**config.mk**
```make
export PLATFORM = sky130hd
export DESIGN_NAME = spi_arbiter
export DESIGN_NICKNAME = d
export VERILOG_FILES = /design/src/rtl/spi_arbiter.sv
export SDC_FILE = /design/constraint.sdc
export NUM_CORES = 1
export LEC_CHECK = 0
export ABC_AREA = 1
export CAP_MARGIN = 5
export CORE_MARGIN = 10
export CORE_UTILIZATION = 40
export DETAILED_ROUTE_END_ITERATION = 8
export PLACE_DENSITY_LB_ADDON = 0.3
export SYNTH_ARGS = -nofsm -noshare
export SYNTH_HDL_FRONTEND = slang
export SYNTH_SLANG_ARGS = --single-unit
```
**constraint.sdc**
```tcl
create_clock -name clk -period 2.78 [get_ports clk]
set_input_delay 0.556 -clock clk [delete_from_list [all_inputs] [get_ports clk]]
set_output_delay 0.556 -clock clk [all_outputs]
set_load 0.005 [all_outputs]
```
**src/rtl/spi_arbiter.sv**
```systemverilog
// spi_arbiter: shares one SPI core between N requesters.
//
// A winner is picked in IDLE and its fields are latched. The arbiter then
// issues the core's instruction writes (ctrl, slave select, start) on
// consecutive cycles and waits for the transfer to finish. It returns the
// received byte with a one-cycle ack and deselects the slave before serving
// the next requester.
//
// Configuration macro:
//   SPI_ARB_RR_EN  defined   -> round-robin grant, search starts after last winner
//                  undefined -> fixed priority, lowest index wins
//
// Ports:
//   clk, reset             clock, asynchronous active-high reset
//   req[N]                 level requests, held until ack
//   req_ss_n[N*S]          per-requester slave mask (slice i = [i*S +: S])
//   req_data[N*8]          per-requester transmit byte
//   req_dvsr[N*16]         per-requester SCLK divisor
//   req_cpol[N], req_cpha  per-requester SPI mode
//   ack[N]                 one-hot completion pulse
//   rsp_data[8]            received byte, valid from ack until the next ack
//   busy                   high from grant until back in IDLE
//   spi_write, spi_instr   core instruction write strobe / opcode
//   spi_ss_n, spi_data, spi_dvsr, spi_cpol, spi_cpha   core operands
//   spi_done, spi_rx       core idle flag / received byte
//
// State  | meaning
// IDLE   | waiting for a request while the core is idle
// CFG    | ctrl write (dvsr, cpol, cpha) on the outputs
// SEL    | slave-select write on the outputs
// START  | start write (tx byte) on the outputs
// WBUSY  | waiting for the core to report busy
// WDONE  | waiting for the core to finish; rx byte captured on exit
// RESP   | ack pulse and deselect write on the outputs
module spi_arbiter #(
    parameter int N = 4,
    parameter int S = 4
) (
    input  logic            clk,
    input  logic            reset,
    input  logic [N-1:0]    req,
    input  logic [N*S-1:0]  req_ss_n,
    input  logic [N*8-1:0]  req_data,
    input  logic [N*16-1:0] req_dvsr,
    input  logic [N-1:0]    req_cpol,
    input  logic [N-1:0]    req_cpha,
    output logic [N-1:0]    ack,
    output logic [7:0]      rsp_data,
    output logic            busy,
    output logic            spi_write,
    output logic [1:0]      spi_instr,
    output logic [S-1:0]    spi_ss_n,
    output logic [7:0]      spi_data,
    output logic [15:0]     spi_dvsr,
    output logic            spi_cpol,
    output logic            spi_cpha,
    input  logic            spi_done,
    input  logic [7:0]      spi_rx
);

    localparam int GW = $clog2(N);

    typedef enum logic [2:0] {IDLE, CFG, SEL, START, WBUSY, WDONE, RESP} state_t;

    state_t state, state_next;

    logic [GW-1:0] g, win;
    logic [S-1:0]  lat_ss_n, win_ss_n;
    logic [7:0]    lat_data, win_data;
    logic [15:0]   win_dvsr;
    logic          win_cpol, win_cpha;
    logic          grant;

    logic [N-1:0]  ack_d;
    logic [7:0]    rsp_d;
    logic          busy_d, write_d, cpol_d, cpha_d;
    logic [1:0]    instr_d;
    logic [S-1:0]  ss_d;
    logic [7:0]    data_d;
    logic [15:0]   dvsr_d;

`ifdef SPI_ARB_RR_EN
    logic [GW-1:0] last_g, rr_start, win_lo, win_hi;
    logic          hit_hi;

    // Lowest requester at or above rr_start wins; otherwise wrap to the
    // lowest requester overall.
    always_comb begin
        rr_start = (last_g == GW'(N - 1)) ? '0 : last_g + GW'(1);
        win_lo   = '0;
        win_hi   = '0;
        hit_hi   = 1'b0;
        for (int i = N - 1; i >= 0; i--) begin
            if (req[i]) begin
                win_lo = GW'(i);
                if (GW'(i) >= rr_start) begin
                    win_hi = GW'(i);
                    hit_hi = 1'b1;
                end
            end
        end
        win = hit_hi ? win_hi : win_lo;
    end
`else
    always_comb begin
        win = '0;
        for (int i = N - 1; i >= 0; i--) begin
            if (req[i]) win = GW'(i);
        end
    end
`endif

    always_comb begin
        win_ss_n = '1;
        win_data = '0;
        win_dvsr = '0;
        win_cpol = 1'b0;
        win_cpha = 1'b0;
        for (int i = 0; i < N; i++) begin
            if (win == GW'(i)) begin
                win_ss_n = req_ss_n[i*S +: S];
                win_data = req_data[i*8 +: 8];
                win_dvsr = req_dvsr[i*16 +: 16];
                win_cpol = req_cpol[i];
                win_cpha = req_cpha[i];
            end
        end
    end

    always_ff @(posedge clk or posedge reset) begin
        if (reset) state <= IDLE;
        else       state <= state_next;
    end

    // Output values are computed for the state being entered, so that the
    // registered outputs line up with the state they belong to.
    always_comb begin
        state_next = state;
        grant      = 1'b0;
        ack_d      = '0;
        rsp_d      = rsp_data;
        write_d    = 1'b0;
        instr_d    = spi_instr;
        ss_d       = spi_ss_n;
        data_d     = spi_data;
        dvsr_d     = spi_dvsr;
        cpol_d     = spi_cpol;
        cpha_d     = spi_cpha;
        case (state)
            IDLE: begin
                if (|req && spi_done) begin
                    state_next = CFG;
                    grant      = 1'b1;
                    write_d    = 1'b1;
                    instr_d    = 2'b11;
                    dvsr_d     = win_dvsr;
                    cpol_d     = win_cpol;
                    cpha_d     = win_cpha;
                end
            end
            CFG: begin
                state_next = SEL;
                write_d    = 1'b1;
                instr_d    = 2'b01;
                ss_d       = lat_ss_n;
            end
            SEL: begin
                state_next = START;
                write_d    = 1'b1;
                instr_d    = 2'b10;
                data_d     = lat_data;
            end
            START: state_next = WBUSY;
            WBUSY: begin
                if (!spi_done) state_next = WDONE;
            end
            WDONE: begin
                if (spi_done) begin
                    state_next = RESP;
                    rsp_d      = spi_rx;
                    ack_d      = {{(N-1){1'b0}}, 1'b1} << g;
                    write_d    = 1'b1;
                    instr_d    = 2'b01;
                    ss_d       = '1;
                end
            end
            RESP:    state_next = IDLE;
            default: state_next = IDLE;
        endcase
        busy_d = (state_next != IDLE);
    end

    always_ff @(posedge clk or posedge reset) begin
        if (reset) begin
            g         <= '0;
            lat_ss_n  <= '1;
            lat_data  <= '0;
            ack       <= '0;
            rsp_data  <= '0;
            busy      <= 1'b0;
            spi_write <= 1'b0;
            spi_instr <= 2'b00;
            spi_ss_n  <= '1;
            spi_data  <= '0;
            spi_dvsr  <= 16'h0200;
            spi_cpol  <= 1'b0;
            spi_cpha  <= 1'b0;
`ifdef SPI_ARB_RR_EN
            last_g    <= GW'(N - 1);
`endif
        end else begin
            if (grant) begin
                g        <= win;
                lat_ss_n <= win_ss_n;
                lat_data <= win_data;
`ifdef SPI_ARB_RR_EN
                last_g   <= win;
`endif
            end
            ack       <= ack_d;
            rsp_data  <= rsp_d;
            busy      <= busy_d;
            spi_write <= write_d;
            spi_instr <= instr_d;
            spi_ss_n  <= ss_d;
            spi_data  <= data_d;
            spi_dvsr  <= dvsr_d;
            spi_cpol  <= cpol_d;
            spi_cpha  <= cpha_d;
        end
    end

endmodule
```
---- Yosys cells after proc, flatten, opt, wreduce, memory -nomap -nowiden ----
Cells that the tools add are included.
cells by class
  $lt $le $gt $ge ......................... 0
  bitwise gates (word level) .............. 0
  add/sub/neg operators ................... 0
  shifts and indexed selects .............. 1
  reductions and logical operators ........ 12
  divide/modulo/power cells ............... 0
  eq/ne operators ......................... 10
  mux-type cells .......................... 39
  multipliers ............................. 0
operator list
  kind                                             count
  two-way mux 16 bit                               4
  two-way mux 8 bit                                4
  two-way mux 4 bit                                7
  case mux 3 bit (6 select lines)                  1
  two-way mux 2 bit                                6
  two-way mux 1 bit                                11
  two-way mux 3 bit                                3
  case mux 2 bit (4 select lines)                  1
  case mux 4 bit (2 select lines)                  1
  == test 3 x 2 -> 1 bit, second input constant    2
  == test 3 bit, second input constant             2
  AND reduction 2 bit                              3
  == test 2 bit, second input constant             2
  != test 2 bit, second input constant             2
  nonzero test 4 bit                               1
  OR reduction 4 bit                               1
  << shifter 1 x 2 -> 4 bit, first input constant  1
  == test 3 x 1 -> 1 bit, second input constant    1
  zero test 3 bit                                  1
  case mux 1 bit (3 select lines)                  1
  AND reduction 3 bit                              1
  nonzero test 3 bit                               1
  == test 2 x 1 -> 1 bit, second input constant    1
  zero test 2 bit                                  1
  3 further kinds                                  3
word-level totals
  input bits .............................. 135
  memory bits (read-only) ................. 0
  bits in writable memories ............... 0
  output and inout port bits .............. 46
  memories kept ........................... 0
  latch bits .............................. 0
  register bits ........................... 63
  logic and storage cells ................. 76

---- Longest topological paths before layout ----
Gate-level depths: netlist of the first run.
  word-level depth ........................ 9
  gate-level depth with buffers ........... 10
  gate-level depth less buffers ........... 9

---- Worst setup path after synthesis of the first run ----
No wires, ideal clock.
  path type ............................... in2reg
  from .................................... in req[2]
  to ...................................... reg busy
  required time ........................... 2,652 ps
  stages .................................. 8
  path buffers ............................ 2
  slack ................................... 1,292 ps
  arrival ................................. 1,360 ps
  library setup time ...................... 128 ps
  path through ............................ buf_4 -> nor2_1 -> nand2_1 -> nand3_1 -> buf_4 -> inv_1 -> nor3_1 -> nand2_1
on the way
  cells in the longest elaborated chain, start to end .. 5
RTL lines
  element                          line  source
  start, declared                  41    input logic [N-1:0] req,
  OR reduction 4 bit               151   if (|req && spi_done) begin
  logical AND 1 bit                151
  two-way mux 3 bit                151
  case mux 3 bit (6 select lines)  149   case (state)
  nonzero test 3 bit               190   busy_d = (state_next != IDLE);
  via busy_d                       76    logic busy_d, write_d, cpol_d, cpha_d;
  end signal, assigned             222   busy <= busy_d;
  end, declared                    49    output logic busy,
The timed path passes the listed nets, and every way through them passes these cells.
A chain may end at the register's enable or synchronous reset.

---- Final worst setup path of the first run ----
  from .................................... in req[3]
  to ...................................... reg lat_ss_n[2]
on the way
  cells in the longest elaborated chain, start to end .. 9
  elaborated cells on any way between the ends .. 16
RTL lines
  element                          line  source
  two-way mux 2 bit (4 in series)  108   if (req[i]) win = GW'(i);
  zero test 2 bit                  120   if (win == GW'(i)) begin
  two-way mux 4 bit (4 in series)  120
  end signal, assigned             214   lat_ss_n <= win_ss_n;
  end, declared                    68    logic [S-1:0] lat_ss_n, win_ss_n;
Several ways; a longest one is shown, not always the timed one.

==> run_results.csv, run 1 <==
group,metric,value,unit
grt,antenna_violations_before_repair,0,
synthesis,post-synth-top-area-fraction,37.95,%
grt,pin_count_of_the_biggest_net_entering_global_routing,43,
placement,finalWeightedCongestion,0.8337,
layout,final_standard_cell_utilization_of_the_core,65.67,%
grt,globalRouteOverflowTotal,0,
timing,tns,0,ns
floorplanning,area_of_the_core,8678,um2
layout,n_antenna_cell,0,
synthesis,synth-seq-cells,63,
hold_path,hp-class,"reg2reg",
timing,setup_ws,0.5235,ns
cts,clk_transition_reported_paths,0.07,ns
floorplanning,floorplan.io_pins,181,
synthesis,syn_area_per_cell,6.835,um2
layout,fillers,778,
setup_path,max_stage_delay,0.88,ns
cts,root_buffer,"sky130_fd_sc_hd__clkbuf_8",
synthesis,synthCells,521,
pwr,ir_drop,359.5,uV
grt,global_route.usage.total,18.95,%
setup_path,setup.worst_path.class,"in2reg",
cts,h-tree-depth,3,
cts,cts.repair_timing.setup_buffer_count,0,
detailed_routing,route.antenna.remaining_nets,0,
synthesis,synth-compound-area-share,1.933,%
synthesis,yosys_warnings,0,
setup_path,slowest_stage,"sky130_fd_sc_hd__o21ai_2",
setup_path,largest_fanout_of_any_net_on_the_critical_path,25,
timing,max_slew.worst_pin.slew,1.116,ns
floorplanning,die_height,114.4,um
synthesis,synthMostInstantiatedCell,"sky130_fd_sc_hd__nand2_1",
timing,setup_violations,0,
placement,dp_worst_setup_slack,0.2362,ns
detailed_routing,drc_errors,0,
synthesis,synth_async_sr_flop_share,100.0,%
setup_path,path_common_cell,"sky130_fd_sc_hd__nand2_1",
synthesis,synth_ff_type,"sky130_fd_sc_hd__dfrtp_1",
layout,layout.cells.non_filler,809,
cts,hold_buffers,0,
timing,min_period,2.257,ns
synthesis,synthXorXnorAreaFrac,0,%
detailed_routing,detail_route.wirelength,12510,um
synthesis,netlist_area,3561,um2
placement,hpwl,9884,um
job,cap_viol_max_count,0,
cts,cts_inserted_buffers,9,
detailed_routing,viasPerCell,4.878,
synthesis,synth.top_cells.by_count,"sky130_fd_sc_hd__nand2_1, sky130_fd_sc_hd__nor2_1, sky130_fd_sc_hd__nand3_1",
layout,area_overhead_vs_synth,60.05,%
synthesis,fraction_of_the_mapped_netlist_area_in_simple_logic_gates,46.21,%
synthesis,seq_area_frac_synth,44.59,%
placement,io_buffers,180,
synthesis,synth_edf_count,0,
floorplanning,dieWidth,114.4,um
synthesis,synth_top_area_cell,"sky130_fd_sc_hd__dfrtp_1",
floorplanning,dieArea,13080,um2
cts,clock_tree.buffer_depth,2,
synthesis,synth_top_family_by_area,"simple AND/OR/NAND/NOR gates",
floorplanning,floorplan.rows,34,
detailed_routing,wl_per_cell,15.47,um
setup_path,cp.required,3.05,ns
grt,grt_pass1_vias,4119,
outcome,status,"complete, no violations",
cts,cts_repair_resize_count,0,
timing,rsz0062_at_grt,"false",
pwr,static-leakage-power,2.881,nW
layout,design.final.nets,831,
synthesis,synth_cell_type_count,19,
synthesis,multiplexer_share_of_the_synthesized_area,0,%
pwr,power_per_cell_area,734.1,nW/um2
layout,layout-drive-gt1-share,6.419,%
setup_path,crit_path_start_kind,"input pin",
floorplanning,initial_core_utilization,41.03,%
synthesis,synth_fa_ha_area_share,0,%
layout,seqCellArea,1588,um2
timing,finClkSkew,0.009070,ns
timing,final_hold_viol_count,0,
layout,footprint_of_the_multi_input_gates,1727,um2
cts,cts.sinks,63,
timing,timing_max_transition_violations_final,0,
setup_path,setup.worst_path.end_class,"flip-flop",
cts,insertion_delay,0.33,ns
placement,placed_cells,793,
setup_path,worstPathCellList,"clkdlybuf4s50_1 -> o21ai_2 -> buf_4 -> nand3_1 -> nand2_1 -> nand2_1 -> nand2_1 -> nand2_1",
detailed_routing,detailroute.via_count,3946,
timing,finalCritPeriodShare,81.17,%
cts,tritoncts,"built",
grt,grt_pass1_wl,20100,um
timing,relative_slew_slack,25.61,%
timing,top_achievable_clock_speed,443.2,MHz
synthesis,synthesized_nets,656,
setup_path,critPathArrivalTime,2.53,ns
detailed_routing,dr.pass1.iters,4,
synthesis,post_synth_main_area_contributors,"sky130_fd_sc_hd__dfrtp_1, sky130_fd_sc_hd__nand2_1, sky130_fd_sc_hd__nand3_1",
detailed_routing,number_of_violations_reported_at_the_end_of_detailed_routing_iteration_0,203,
-- cell usage in the layout (no fill, tap or decap), drive strengths merged --
master         count
a21oi              5
buf               14
bufinv             2
clkbuf             9
clkdlybuf4s50    180
clkinv             6
dfrtp             54
dfstp              9
inv               25
nand2            228
nand3             60
nand3b            26
nor2              69
nor3               6
o21ai              8
-- power breakdown --
part,switching (W),internal (W)
registers,0.000226,0.00135
clock network,0.000374,0.000508
logic,0.000802,0.000927
-- worst max-delay path, delay by kind of cell --
kind | cells | cell delay (ns)
AO/OA/AOI/OAI | 1 | 0.88
AND/OR/NAND/NOR | 5 | 0.31
buffers and inverters | 2 | 0.78
-- metal layers --
layer | vias up | track usage, % | wire length, um
met5 | - | 0 | 0
met4 | 0 | 6.767 | 202
met3 | 13 | 5.608 | 998
met2 | 125 | 34.28 | 6357
met1 | 1833 | 20.39 | 4954
li1 | 1975 | - | -
-- kinds of logic after synthesis --
| family | count (synthesis) |
|---|---|
| AOI/OAI and AO/OA | 13 |
| buffers and inverters | 56 |
| DFF | 63 |
| and+or+nand+nor | 389 |
-- final timing paths --
| path | startpoint | endpoint | cells past startpoint | slack (ns) |
|---|---|---|---|---|
| worst max-delay path | req[3] | lat_ss_n[2] | 8 | 0.52 |
| worst min-delay path | spi_ss_n[1] | spi_ss_n[1] | 2 | 0.47 |
| worst max register to register | state[2] | lat_data[4] | 8 | 1.17 |
| worst min register to register | spi_ss_n[1] | spi_ss_n[1] | 2 | 0.47 |
| max in group asynchronous | reset | spi_dvsr[9] | 3 | 1.51 |
| min in group asynchronous | reset | rsp_data[3] | 2 | 0.61 |
-- through the flow --
step	hold WS [ns]	power (W)	instance area, um2
after floorplan	0.4467	0.002355	3561
after global placement	0.4531	0.003282	5479
after detailed placement	0.4580	0.003333	5479
after CTS	0.4697	0.004237	5699
after global routing	0.4871	0.004514	5699
final	0.4666	0.004184	5699
-- flip-flops by register name (all words and copies together), names as in the netlist, 3 cells and up --
register  count
spi_dvsr     16
lat_data      8
rsp_data      8
spi_data      8
ack           4
lat_ss_n      4
spi_ss_n      4
state         3
-- layout make-up --
class	instances	area share [%]
clock buffers	9	2.173
clock inverters	7	1.690
inverters	26	1.712
multi-input cells	402	30.30
flip-flops and latches	63	27.86
well taps	108	2.371
repair buffers	194	33.90
No activity file was read; power rests on OpenSTA's default activity.
==> run 2, diff against run 1 <==
- CORE_UTILIZATION: 40 -> 37
- clock period: 2.78 -> 1.89 ns (I/O delays scaled with it)
==> run 2 against run 1 <==
  * Sequential power is 46% higher
  * Register-to-register slack worse by 0.85 ns
  * Non-clock buffer count is 8 higher
  * Sequential cell count stayed put
  * Sequential share of layout area is 0.74 points lower
  * Cell count is 3.6% higher
  * Largest power group unchanged
==> run_results.csv, run 2 (synthesis results as in run 1) <==
group,metric,value,unit
floorplanning,area_of_the_core,9328,um2
job,cap_viol_max_count,0,
floorplanning,dieArea,13950,um2
grt,global_route.usage.total,17.88,%
grt,global_route.usage.met3,5.659,%
layout,layout-drive-gt1-share,7.475,%
setup_path,max_stage_delay,0.55,ns
layout,footprint_of_the_multi_input_gates,1727,um2
layout,leading_cell_types_in_the_layout_fill_and_taps_excluded,"sky130_fd_sc_hd__nand2_1, sky130_fd_sc_hd__clkdlybuf4s50_1, sky130_fd_sc_hd__nor2_1, sky130_fd_sc_hd__nand3_1, sky130_fd_sc_hd__dfrtp_1",
cts,cts_inserted_buffers,9,
grt,grt_util_met2,33.48,%
timing,final_hold_viol_count,0,
pwr,static-leakage-power,2.925,nW
timing,setup_ws,0.1277,ns
timing,setup_violations,0,
detailed_routing,dr.pass1.iters,5,
setup_path,worstPathCellList,"clkdlybuf4s50_1",
setup_path,critical_path.n_buffers_inverters,1,
placement,finalWeightedCongestion,0.8665,
cts,clk_transition_reported_paths,0.07,ns
setup_path,reg2reg_from,"state[2]",
timing,relative_slew_slack,67.40,%
layout,area_overhead_vs_synth,64.41,%
cts,h-tree-depth,3,
layout,final_standard_cell_utilization_of_the_core,62.76,%
detailed_routing,detailroute.via_count,3920,
placement,io_buffers,180,
layout,n_antenna_cell,0,
cts,insertion_delay,0.33,ns
timing,finClkSkew,0.009391,ns
timing,max_slew.worst_pin.slew,0.4880,ns
layout,design.final.nets,839,
detailed_routing,viasPerCell,4.678,
setup_path,setup.worst_path.start,"spi_dvsr[9]",
layout,fillers,864,
timing,min_period,1.762,ns
grt,grt_pass1_wl,20500,um
floorplanning,die_height,118.1,um
grt,grt_busiest_layer,"met2",
floorplanning,floorplan.rows,35,
hold_path,hp-class,"in2async",
timing,timing.hold.ws,0.4302,ns
cts,cts.sinks,63,
detailed_routing,route.antenna.remaining_nets,0,
setup_path,crit_path_start_kind,"flip-flop",
cts,clock_tree.buffer_depth,2,
grt,pin_count_of_the_biggest_net_entering_global_routing,30,
cts,hold_buffers,0,
floorplanning,initial_core_utilization,38.18,%
setup_path,setup.worst_path.end_class,"output pin",
grt,globalRouteMet1Util,18.48,%
setup_path,setup.worst_path.class,"reg2out",
timing,timing_max_transition_violations_final,0,
layout,flip_flop_count_of_the_largest_register_after_layout,16,
timing,finalCritPeriodShare,93.24,%
layout,seqCellArea,1588,um2
layout,register_with_the_most_flip_flops,"spi_dvsr",
pwr,power_per_cell_area,1047,nW/um2
detailed_routing,detail_route.wirelength,12730,um
setup_path,setup.reg_to_reg.worst_slack,0.32,ns
floorplanning,floorplan.io_pins,181,
setup_path,largest_fanout_of_any_net_on_the_critical_path,2,
layout,layout.cells.most_common,"sky130_fd_sc_hd__nand2_1",
setup_path,crit_family,"flip-flops",
cts,root_buffer,"sky130_fd_sc_hd__clkbuf_8",
detailed_routing,drc_errors,0,
cts,cts_repair_resize_count,0,
cts,tritoncts,"built",
cts,cts.repair_timing.setup_buffer_count,0,
setup_path,critPathArrivalTime,1.38,ns
grt,antenna_violations_before_repair,0,
timing,top_achievable_clock_speed,567.4,MHz
detailed_routing,wl_per_cell,15.19,um
floorplanning,dieWidth,118.1,um
pwr,ir_drop,452.0,uV
setup_path,slowest_stage,"sky130_fd_sc_hd__dfstp_2",
outcome,status,"complete, no violations",
grt,globalRouteOverflowTotal,0,
placement,dp_worst_setup_slack,-0.03915,ns
detailed_routing,number_of_violations_reported_at_the_end_of_detailed_routing_iteration_0,229,
placement,hpwl,10070,um
grt,grt_pass1_vias,4158,
timing,rsz0062_at_grt,"false",
setup_path,cp.required,1.51,ns
run 2: cell count changes in the layout (fill, tap and decap cells not counted), sizes merged:
cell      change
inv           -2
buf           +8
bufinv        -1
clkinv        -2
clkinvlp      +5
run 2: final cells by class:
| cell class | instances | share of cell area (%) |
|---|---|---|
| Multi-Input combinational cell | 402 | 29.49 |
| Clock buffer | 9 | 2.116 |
| Timing Repair Buffer | 202 | 35.52 |
| Tap cell | 129 | 2.757 |
| Clock inverter | 7 | 1.261 |
| Inverter | 26 | 1.731 |
| Sequential cell | 63 | 27.12 |
run 2: layer usage:
layer	share of wire (%)	up-vias	wire (um)
met5	0	-	0
met4	1.5	0	193
met3	6.0	10	759
met2	54	101	6836
met1	39	1821	4938
li1	-	1988	-
run 2: through the flow:
stage / cells / instance area, um2 / TNS [ns] / total power (W)
detailed placement: 822 / 5657 / -0.2409 / 0.005023
finish: 838 / 5854 / 0 / 0.006127
global placement: 822 / 5657 / -0.008297 / 0.004940
CTS: 838 / 5854 / 0 / 0.006211
floorplan: 521 / 3565 / 0 / 0.003464
global route: 838 / 5854 / 0 / 0.006629
run 2: path summary, 6_finish.rpt:
kind                                end  depth (start not counted)
max                         spi_dvsr[9]                          1
min                        spi_instr[0]                          2
max reg2reg                 spi_dvsr[4]                          8
min reg2reg                 spi_ss_n[0]                          2
max in group asynchronous   spi_ss_n[3]                          3
min in group clk            spi_ss_n[0]                          2
run 2: where the power goes:
group	switching, W	total [W]	internal, W
Clock	0.000550	0.00116	0.000608
Sequential	0.000321	0.00230	0.00198
Combinational	0.00122	0.00267	0.00145
Total	0.00209	0.00613	0.00404
